## config.mk

```make
export PLATFORM = sky130hd
export DESIGN_NAME = arp_req_arbiter_flat
export DESIGN_NICKNAME = d
export VERILOG_FILES = /design/src/rtl/arp_req_arbiter_if.sv /design/src/rtl/arp_req_arbiter.sv /design/src/flat_wrapper.sv
export SDC_FILE = /design/constraint.sdc
export NUM_CORES = 1
export LEC_CHECK = 0
export ABC_AREA = 1
export CORE_ASPECT_RATIO = 0.7
export CORE_UTILIZATION = 38
export DETAILED_ROUTE_END_ITERATION = 8
export PLACE_DENSITY = 0.91
export SYNTH_ARGS = -nofsm -noshare
export SYNTH_HDL_FRONTEND = slang
export SYNTH_SLANG_ARGS = --single-unit
```

## constraint.sdc

```tcl
create_clock -name clk -period 2.8 [get_ports clk]
set_input_delay 0.42 -clock clk [delete_from_list [all_inputs] [get_ports clk]]
set_output_delay 0.42 -clock clk [all_outputs]
set_load 0.01 [all_outputs]
```

## src/rtl/arp_req_arbiter_if.sv

```systemverilog
// arp_req_arbiter_if: requester-side and arp-side handshake bundle for arp_req_arbiter
//   req_valid/req_ready/req_ip         per-requester lookup request channel
//   resp_valid/resp_ready              per-requester response channel
//   resp_error/resp_mac                shared response payload
//   arp_request_*/arp_response_*       single port toward the arp block
//   slave modport = arbiter view, master modport = requester/arp side view
interface arp_req_arbiter_if #(parameter int NUM_REQ = 4);
  logic [NUM_REQ-1:0]    req_valid;
  logic [NUM_REQ-1:0]    req_ready;
  logic [NUM_REQ*32-1:0] req_ip;
  logic [NUM_REQ-1:0]    resp_valid;
  logic [NUM_REQ-1:0]    resp_ready;
  logic                  resp_error;
  logic [47:0]           resp_mac;
  logic                  arp_request_valid;
  logic                  arp_request_ready;
  logic [31:0]           arp_request_ip;
  logic                  arp_response_valid;
  logic                  arp_response_ready;
  logic                  arp_response_error;
  logic [47:0]           arp_response_mac;
  modport slave (
    input  req_valid, req_ip, resp_ready, arp_request_ready,
           arp_response_valid, arp_response_error, arp_response_mac,
    output req_ready, resp_valid, resp_error, resp_mac,
           arp_request_valid, arp_request_ip, arp_response_ready
  );
  modport master (
    output req_valid, req_ip, resp_ready, arp_request_ready,
           arp_response_valid, arp_response_error, arp_response_mac,
    input  req_ready, resp_valid, resp_error, resp_mac,
           arp_request_valid, arp_request_ip, arp_response_ready
  );
endinterface

```

## src/rtl/arp_req_arbiter.sv

```systemverilog
// arp_req_arbiter: round-robin sharing of one arp lookup port among NUM_REQ requesters
//   clk, rst_n (async active-low)   clock and reset
//   bus (arp_req_arbiter_if.slave)  requester channels and arp port
//   grant_id_o                      current or last granted requester
//   busy_o                          high whenever a lookup is in flight
//   Optional ARP_ARB_TIMEOUT_EN: WAIT watchdog of TIMEOUT_CYCLES with stale-response drain
module arp_req_arbiter #(
  parameter int NUM_REQ        = 4,
  parameter int SEL_WIDTH      = $clog2(NUM_REQ),
  parameter int TIMEOUT_CYCLES = 1024
) (
  input  logic                 clk,
  input  logic                 rst_n,
  arp_req_arbiter_if.slave     bus,
  output logic [SEL_WIDTH-1:0] grant_id_o,
  output logic                 busy_o
);
  typedef enum logic [1:0] {IDLE, ISSUE, WAIT, RETURN} state_t;
  state_t                 state_q, state_d;
  logic [SEL_WIDTH-1:0]   rr_q, rr_d, grant_q, grant_d, win, idx;
  logic [31:0]            ip_q, ip_d, win_ip;
  logic [47:0]            mac_q, mac_d;
  logic                   err_q, err_d, hit;
`ifdef ARP_ARB_TIMEOUT_EN
  logic [31:0]            cnt_q, cnt_d;
  logic                   stale_q, stale_d;
`endif
  // Scan from the farthest offset down so the nearest requester after rr_q wins.
  always_comb begin
    win = '0;
    hit = 1'b0;
    idx = '0;
    for (int k = NUM_REQ; k >= 1; k--) begin
      idx = SEL_WIDTH'((int'(rr_q) + k) % NUM_REQ);
      if (bus.req_valid[idx]) begin
        win = idx;
        hit = 1'b1;
      end
    end
  end
  always_comb begin
    win_ip = '0;
    for (int i = 0; i < NUM_REQ; i++)
      if (SEL_WIDTH'(i) == win) win_ip = bus.req_ip[32*i +: 32];
  end
  always_comb begin
    state_d = state_q;
    rr_d    = rr_q;
    grant_d = grant_q;
    ip_d    = ip_q;
    mac_d   = mac_q;
    err_d   = err_q;
`ifdef ARP_ARB_TIMEOUT_EN
    cnt_d   = cnt_q;
    stale_d = stale_q;
    // Outside WAIT a stale response is swallowed by the drain.
    if (state_q != WAIT && stale_q && bus.arp_response_valid) stale_d = 1'b0;
`endif
    case (state_q)
      IDLE: if (hit) begin
        state_d = ISSUE;
        grant_d = win;
        ip_d    = win_ip;
      end
      ISSUE: if (bus.arp_request_ready) begin
        state_d = WAIT;
`ifdef ARP_ARB_TIMEOUT_EN
        cnt_d   = '0;
`endif
      end
      WAIT: begin
`ifdef ARP_ARB_TIMEOUT_EN
        if (bus.arp_response_valid && stale_q) begin
          stale_d = 1'b0;
          cnt_d   = '0;
        end else if (bus.arp_response_valid) begin
          state_d = RETURN;
          mac_d   = bus.arp_response_mac;
          err_d   = bus.arp_response_error;
        end else if (cnt_q == 32'(TIMEOUT_CYCLES - 1)) begin
          state_d = RETURN;
          mac_d   = '0;
          err_d   = 1'b1;
          stale_d = 1'b1;
        end else cnt_d = cnt_q + 32'd1;
`else
        if (bus.arp_response_valid) begin
          state_d = RETURN;
          mac_d   = bus.arp_response_mac;
          err_d   = bus.arp_response_error;
        end
`endif
      end
      RETURN: if (bus.resp_ready[grant_q]) begin
        state_d = IDLE;
        rr_d    = grant_q;
      end
      default: state_d = IDLE;
    endcase
  end
  always_ff @(posedge clk or negedge rst_n) begin
    if (!rst_n) begin
      state_q <= IDLE;
      rr_q    <= SEL_WIDTH'(NUM_REQ - 1);
      grant_q <= '0;
      ip_q    <= '0;
      mac_q   <= '0;
      err_q   <= 1'b0;
`ifdef ARP_ARB_TIMEOUT_EN
      cnt_q   <= '0;
      stale_q <= 1'b0;
`endif
    end else begin
      state_q <= state_d;
      rr_q    <= rr_d;
      grant_q <= grant_d;
      ip_q    <= ip_d;
      mac_q   <= mac_d;
      err_q   <= err_d;
`ifdef ARP_ARB_TIMEOUT_EN
      cnt_q   <= cnt_d;
      stale_q <= stale_d;
`endif
    end
  end
  assign bus.req_ready         = (state_q == IDLE && hit) ? NUM_REQ'(1) << win : '0;
  assign bus.resp_valid        = (state_q == RETURN) ? NUM_REQ'(1) << grant_q : '0;
  assign bus.resp_mac          = mac_q;
  assign bus.resp_error        = err_q;
  assign bus.arp_request_valid = state_q == ISSUE;
  assign bus.arp_request_ip    = ip_q;
`ifdef ARP_ARB_TIMEOUT_EN
  assign bus.arp_response_ready = state_q == WAIT || stale_q;
`else
  assign bus.arp_response_ready = state_q == WAIT;
`endif
  assign grant_id_o = grant_q;
  assign busy_o     = state_q != IDLE;
endmodule

```

## src/flat_wrapper.sv

```systemverilog
// flat-port wrapper written by rule: the top's interface ports become plain ports
module arp_req_arbiter_flat 
#(
  parameter int NUM_REQ        = 4,
  parameter int SEL_WIDTH      = $clog2(NUM_REQ),
  parameter int TIMEOUT_CYCLES = 1024
)
  (clk, rst_n, grant_id_o, busy_o, bus_req_valid, bus_req_ip, bus_resp_ready, bus_arp_request_ready, bus_arp_response_valid, bus_arp_response_error, bus_arp_response_mac, bus_req_ready, bus_resp_valid, bus_resp_error, bus_resp_mac, bus_arp_request_valid, bus_arp_request_ip, bus_arp_response_ready);
  arp_req_arbiter_if #(.NUM_REQ(NUM_REQ)) bus_i ();
  input  logic clk;
  input  logic rst_n;
  output logic [SEL_WIDTH-1:0] grant_id_o;
  output logic busy_o;
  input wire logic [$bits(bus_i.req_valid)-1:0] bus_req_valid;
  input wire logic [$bits(bus_i.req_ip)-1:0] bus_req_ip;
  input wire logic [$bits(bus_i.resp_ready)-1:0] bus_resp_ready;
  input wire logic [$bits(bus_i.arp_request_ready)-1:0] bus_arp_request_ready;
  input wire logic [$bits(bus_i.arp_response_valid)-1:0] bus_arp_response_valid;
  input wire logic [$bits(bus_i.arp_response_error)-1:0] bus_arp_response_error;
  input wire logic [$bits(bus_i.arp_response_mac)-1:0] bus_arp_response_mac;
  output wire logic [$bits(bus_i.req_ready)-1:0] bus_req_ready;
  output wire logic [$bits(bus_i.resp_valid)-1:0] bus_resp_valid;
  output wire logic [$bits(bus_i.resp_error)-1:0] bus_resp_error;
  output wire logic [$bits(bus_i.resp_mac)-1:0] bus_resp_mac;
  output wire logic [$bits(bus_i.arp_request_valid)-1:0] bus_arp_request_valid;
  output wire logic [$bits(bus_i.arp_request_ip)-1:0] bus_arp_request_ip;
  output wire logic [$bits(bus_i.arp_response_ready)-1:0] bus_arp_response_ready;
  assign bus_i.req_valid = bus_req_valid;
  assign bus_i.req_ip = bus_req_ip;
  assign bus_i.resp_ready = bus_resp_ready;
  assign bus_i.arp_request_ready = bus_arp_request_ready;
  assign bus_i.arp_response_valid = bus_arp_response_valid;
  assign bus_i.arp_response_error = bus_arp_response_error;
  assign bus_i.arp_response_mac = bus_arp_response_mac;
  assign bus_req_ready = bus_i.req_ready;
  assign bus_resp_valid = bus_i.resp_valid;
  assign bus_resp_error = bus_i.resp_error;
  assign bus_resp_mac = bus_i.resp_mac;
  assign bus_arp_request_valid = bus_i.arp_request_valid;
  assign bus_arp_request_ip = bus_i.arp_request_ip;
  assign bus_arp_response_ready = bus_i.arp_response_ready;
  arp_req_arbiter #(.NUM_REQ(NUM_REQ), .SEL_WIDTH(SEL_WIDTH), .TIMEOUT_CYCLES(TIMEOUT_CYCLES)) u_core (.clk(clk), .rst_n(rst_n), .bus(bus_i), .grant_id_o(grant_id_o), .busy_o(busy_o));
endmodule
```

# Word level (Yosys, flattened, before mapping)
# Cells that the tools add are included.
# classes
add_sub_neg,4
mul,0
div,0
magnitude_cmp,5
eq_ne,10
n_shift,2
mux,29
bitwise,0
n_reduce_logical,8
# ops
operator,n
$mux W32,4
$mux W2,8
$lt A2 B3 Y1 const B,5
$bmux W1 S2,5
$mux W1,9
$mux W4,2
$pmux W2 S4,1
$shl A1 B2 Y4 const A,2
$reduce_and A2 Y1,3
$add A2 B1 Y2 const B,2
$add A2 B2 Y2 const B,2
$eq A2 B2 Y1 const A,2
$eq A2 B2 Y1 const B,2
$logic_not A2 Y1,2
$ne A2 B1 Y1 const B,2
$ne A2 B2 Y1 const B,2
$reduce_and A4 Y1,1
$eq A1 B2 Y1 const A,1
$eq A2 B1 Y1 const B,1
$reduce_bool A2 Y1,1
$logic_and A1 B1 Y1,1
# totals
regBits,87
latchBits,0
ramBits,0
mem_bits_ro,0
in_bits,189
elab_cells,64
mem_count,0

# Depth between registers and ports, before layout
# Gate-level depths: netlist (run 1).
# logic_depth
word_depth,12
mapped_depth,16

# Worst setup path after synthesis (run 1)
# Ideal clock, no wire load.
# synth_path
path_kind,register to output
startpoint,register u_core.rr_q[0]
endpoint,output bus_req_ready[1]
t_arrival_ps,1797
setup_slack_ps,583
stages_incl_launch_ff,14
path_buffers,3
cell_sequence,dfstp_2 buf_4 nand2_1 nand2_1 nand2_1 nand2_1 nand2_2 nand2_1 nand2_2 nand2_2 buf_6 buf_2 nand2_1 nor2_1
# synth_between
elab_chain_len,9
elab_cells_between_ends,23
cone_classes,4 x add/sub; 1 x shift; 17 x mux; 1 x reduce/logical
# synth_lines
element,line_no,rtl
from (decl),arp_req_arbiter.sv:20,"logic [SEL_WIDTH-1:0] rr_q, rr_d, grant_q, grant_d, win, idx;"
from (signal assigned),arp_req_arbiter.sv:104,rr_q <= SEL_WIDTH'(NUM_REQ - 1);
from (signal assigned),arp_req_arbiter.sv:115,rr_q <= rr_d;
$add A2 B1 Y2,arp_req_arbiter.sv:34,idx = SEL_WIDTH'((int'(rr_q) + k) % NUM_REQ);
$bmux W1 S2,arp_req_arbiter.sv:35,if (bus.req_valid[idx]) begin
$mux W1 (not written as such),arp_req_arbiter.sv:35,
$mux W2 or $mux W1 (tied branches) (4 in series),arp_req_arbiter.sv:35,
$shl A1 B2 Y4 or $logic_and A1 B1 Y1 (tied branches),arp_req_arbiter.sv:126,assign bus.req_ready = (state_q == IDLE && hit) ? NUM_REQ'(1) << win : '0;
$mux W4 (*),arp_req_arbiter.sv:126,
to (decl),flat_wrapper.sv:21,output wire logic [$bits(bus_i.req_ready)-1:0] bus_req_ready;
# Mark *: on every way between the ends. The rest lies on a longest branch, timed or not. The select of a mux whose other input is x is not followed.

# Final worst setup path (run 1)
# layout_path
startpoint,register u_core.rr_q[0]
endpoint,output bus_req_ready[2]
# Same word-level chain as after synthesis.

==> results of run 1 <==
[worst paths after layout]
kind                                                             end  slack (ns)  depth (start not counted)
max                                                 bus_req_ready[2]        0.16                         11
min                              u_core.bus.resp_mac[45]$_DFFE_PN0P_        0.03                          1
max reg2reg                 u_core.bus.arp_request_ip[0]$_DFFE_PN0N_        0.31                         14
min reg2reg                u_core.bus.arp_request_ip[19]$_DFFE_PN0N_        0.48                          2
max in group asynchronous                 u_core.rr_q[0]$_DFFE_PN1P_        2.05                          2
min in group clk           u_core.bus.arp_request_ip[19]$_DFFE_PN0N_        0.48                          2
[cells in the mapped netlist]
cell,count,area (µm²)
nor2_1,54,202.7
inv_4,1,6.260
inv_2,4,15.01
nand3_1,73,365.4
ha_1,5,62.56
inv_1,32,120.1
o22ai_1,1,6.260
dfstp_2,2,52.55
o21ai_1,12,60.06
buf_6,2,22.52
nor2_4,1,11.26
nand3_2,1,10.01
nand2_1,149,559.3
buf_4,7,52.55
buf_1,1,3.750
buf_2,12,60.06
o21ai_0,15,75.07
nand4_1,30,187.7
nand2_2,5,31.28
dfrtp_1,85,2127
clkbuf_1,12,45.04
o221ai_1,1,8.760
nor2_8,1,20.02
nor3_1,5,25.02
mux2_2,49,551.8
[layout make-up]
cell class / count / area share, %
Timing Repair Buffer: 304 / 37.65
Multi-Input combinational cell: 402 / 27.22
Clock inverter: 6 / 0.8751
Inverter: 37 / 1.766
Sequential cell: 87 / 27.22
Tap cell: 157 / 2.454
Clock buffer: 9 / 2.813
[registers in the layout, indices dropped and copies added (netlist names)]
register and flops:
u_core.bus.resp_error 1, u_core.bus.arp_request_ip 32, u_core.bus.resp_mac 48, u_core.rr_q 2
u_core.state_q 2, u_core.grant_id_o 2
[logic make-up after synthesis]
family | synth area share, %
and+or+nand+nor | 30.17
adders and majority gates | 1.336
DFF | 46.55
buffers and inverters | 6.948
muxes | 11.79
AOI/OAI and AO/OA | 3.207
[what timing repair did]
item                                    in CTS  in global routing
setup buffers                                2                  0
gates resized for setup                      5                  2
endpoints found under the setup margin       4                  1
[through the flow]
step                      worst slack (ns)  setup TNS, ns  instances  power [mW]  area (µm²)
after global routing               0.02667              0       1002       10.35        8006
after global placement            -0.03915       -0.03915        985       8.229        7705
after detailed placement          -0.08928       -0.09474        985       8.449        7705
after CTS                          0.09474              0       1002       9.695        8010
after floorplan                     0.5828              0        560       5.802        4682
final                               0.1629              0       1002       9.615        8006
[power by group through the flow]
stage	registers, mW	clock network (mW)	logic [mW]
2_1_floorplan	2.55	0	3.25
3_3_place_gp	2.27	0	5.95
3_5_place_dp	2.32	0	6.12
4_1_cts	2.30	1.23	6.16
5_1_grt	2.38	1.28	6.69
6_report	2.30	1.20	6.11
[critical path, stage by stage, from the launching register on]
cell and delay (ns):
dfstp_2 0.61, buf_4 0.17, o21ai_1 0.09, nand2_1 0.09, nand2_1 0.07, inv_2 0.07, nand4_1 0.14, nand2_2 0.15
inv_2 0.06, nand2_1 0.09, nor2_1 0.05, dlygate4sd2_1 0.28
[per-layer routing]
layer,share of wire [%],up-vias,GRT usage [%]
met4,1.6,0,7.678
met5,0,-,0
met2,50,212,45.62
met1,40,2302,30.44
met3,8.1,23,6.173
li1,-,2419,-
==> out/summary.txt, run 1 <==
status: completed
leakage power: 3.550 nW
Post-Route WL: 16470 µm
first-pass GRT wire length: 24960 µm
width of the die: 134.7 µm
post-synth net total: 754
hold crit path type: in -> async
Die H: 94.87 µm
Core Area: 11850 µm²
GPL Wtd Cong: 0.8198
Seq cells post-synth: 87
Synth Warn #: 0
Critical Path End Type: output port
CP arrival: 2.22 ns
CTS tree: built
Worst VDD drop: 0.0005573 V
total global routing track utilization: 25.50%
Final ANT Viol Nets: 0
worst clock skew: 0.003922 ns
Max Freq: 379.2 MHz
Routed WL per cell: 16.44 µm
Reg-to-Reg Start: u_core.rr_q[0]$_DFFE_PN1P_
Clock Tree Root: clkbuf_16
area of the multi-input gates: 2180 µm²
proportion of synthesized chip area in sequential cells: 46.55%
P&R area growth vs syn: 71.00%
CTS clk-pin slew, worst paths: 0.07 ns
Via density: 4.946
minimum clock period: 2.637 ns
Port Buffers: 282
placement row count: 33
Comb pwr share: 63.5%
Clk pwr share: 12.5%
Ports: 283
Switching Share: 43.34%
Internal Power: 5.448 mW
Starting Density: 39.51%
fin nets: 1035
antenna violations before repair: 0
final slew viol count: 0
largest net degree at the start of global routing: 55
final worst path period share: 94.18%
worst-margin pin slew: 0.5470 ns
Max-cap violations: 0
via count: 4956
number of distinct library cells after synthesis: 25
Congestion Overflow GR: 0
Mapped Cells: 560
Mapped Avg Cell Area: 8.361 µm²
layout cells sized above 1: 12.31%
H-Tree Depth: 3
vias in the first global route: 4933
total clock buffers created by CTS: 9
Clock Latency Late Sink: 0.33 ns
pwr/cell area: 1201 nW/µm²
Num Clock Sinks: 87
Seq. cell area: 2180 µm²
Rel. slew slack: 63.53%
critical path peak fanout: 7
startpoint type of the worst setup path: register
Final setup viols: 0
clock tree buffer depth: 2
RSZ-0062 raised after global routing: no
critical path class: reg -> out
Filler cells: 951
synthesized cell area: 4682 µm²
hold_buf cts: 0
CP required: 2.38 ns
post-DP HPWL: 12530 µm
Hold Slack: 0.03225 ns
commonest non-fill, non-tap cells in the layout: 277 x clkdlybuf4s50_1, 148 x nand2_1, 85 x dfrtp_1
final hold viol count: 0
Ant. Diodes: 0
DRC: 0
post-layout util: 67.56%
sequential share of power: 23.9%
DR pass1 iterations: 4
1st-iter DRT viols: 191
P_sw: 4.167 mW
commonest non-fill, non-tap cell in the layout: clkdlybuf4s50_1
Die ar.: 12780 µm²
crit path from: u_core.rr_q[0]$_DFFE_PN1P_
(Power assumes the default switching activity.)
==> run 2, diff against run 1 <==
GPL_ROUTABILITY_DRIVEN = 0   (was default)
==> results of run 2 <==
Final layout, timing and power as in run 1 (identical DEF).
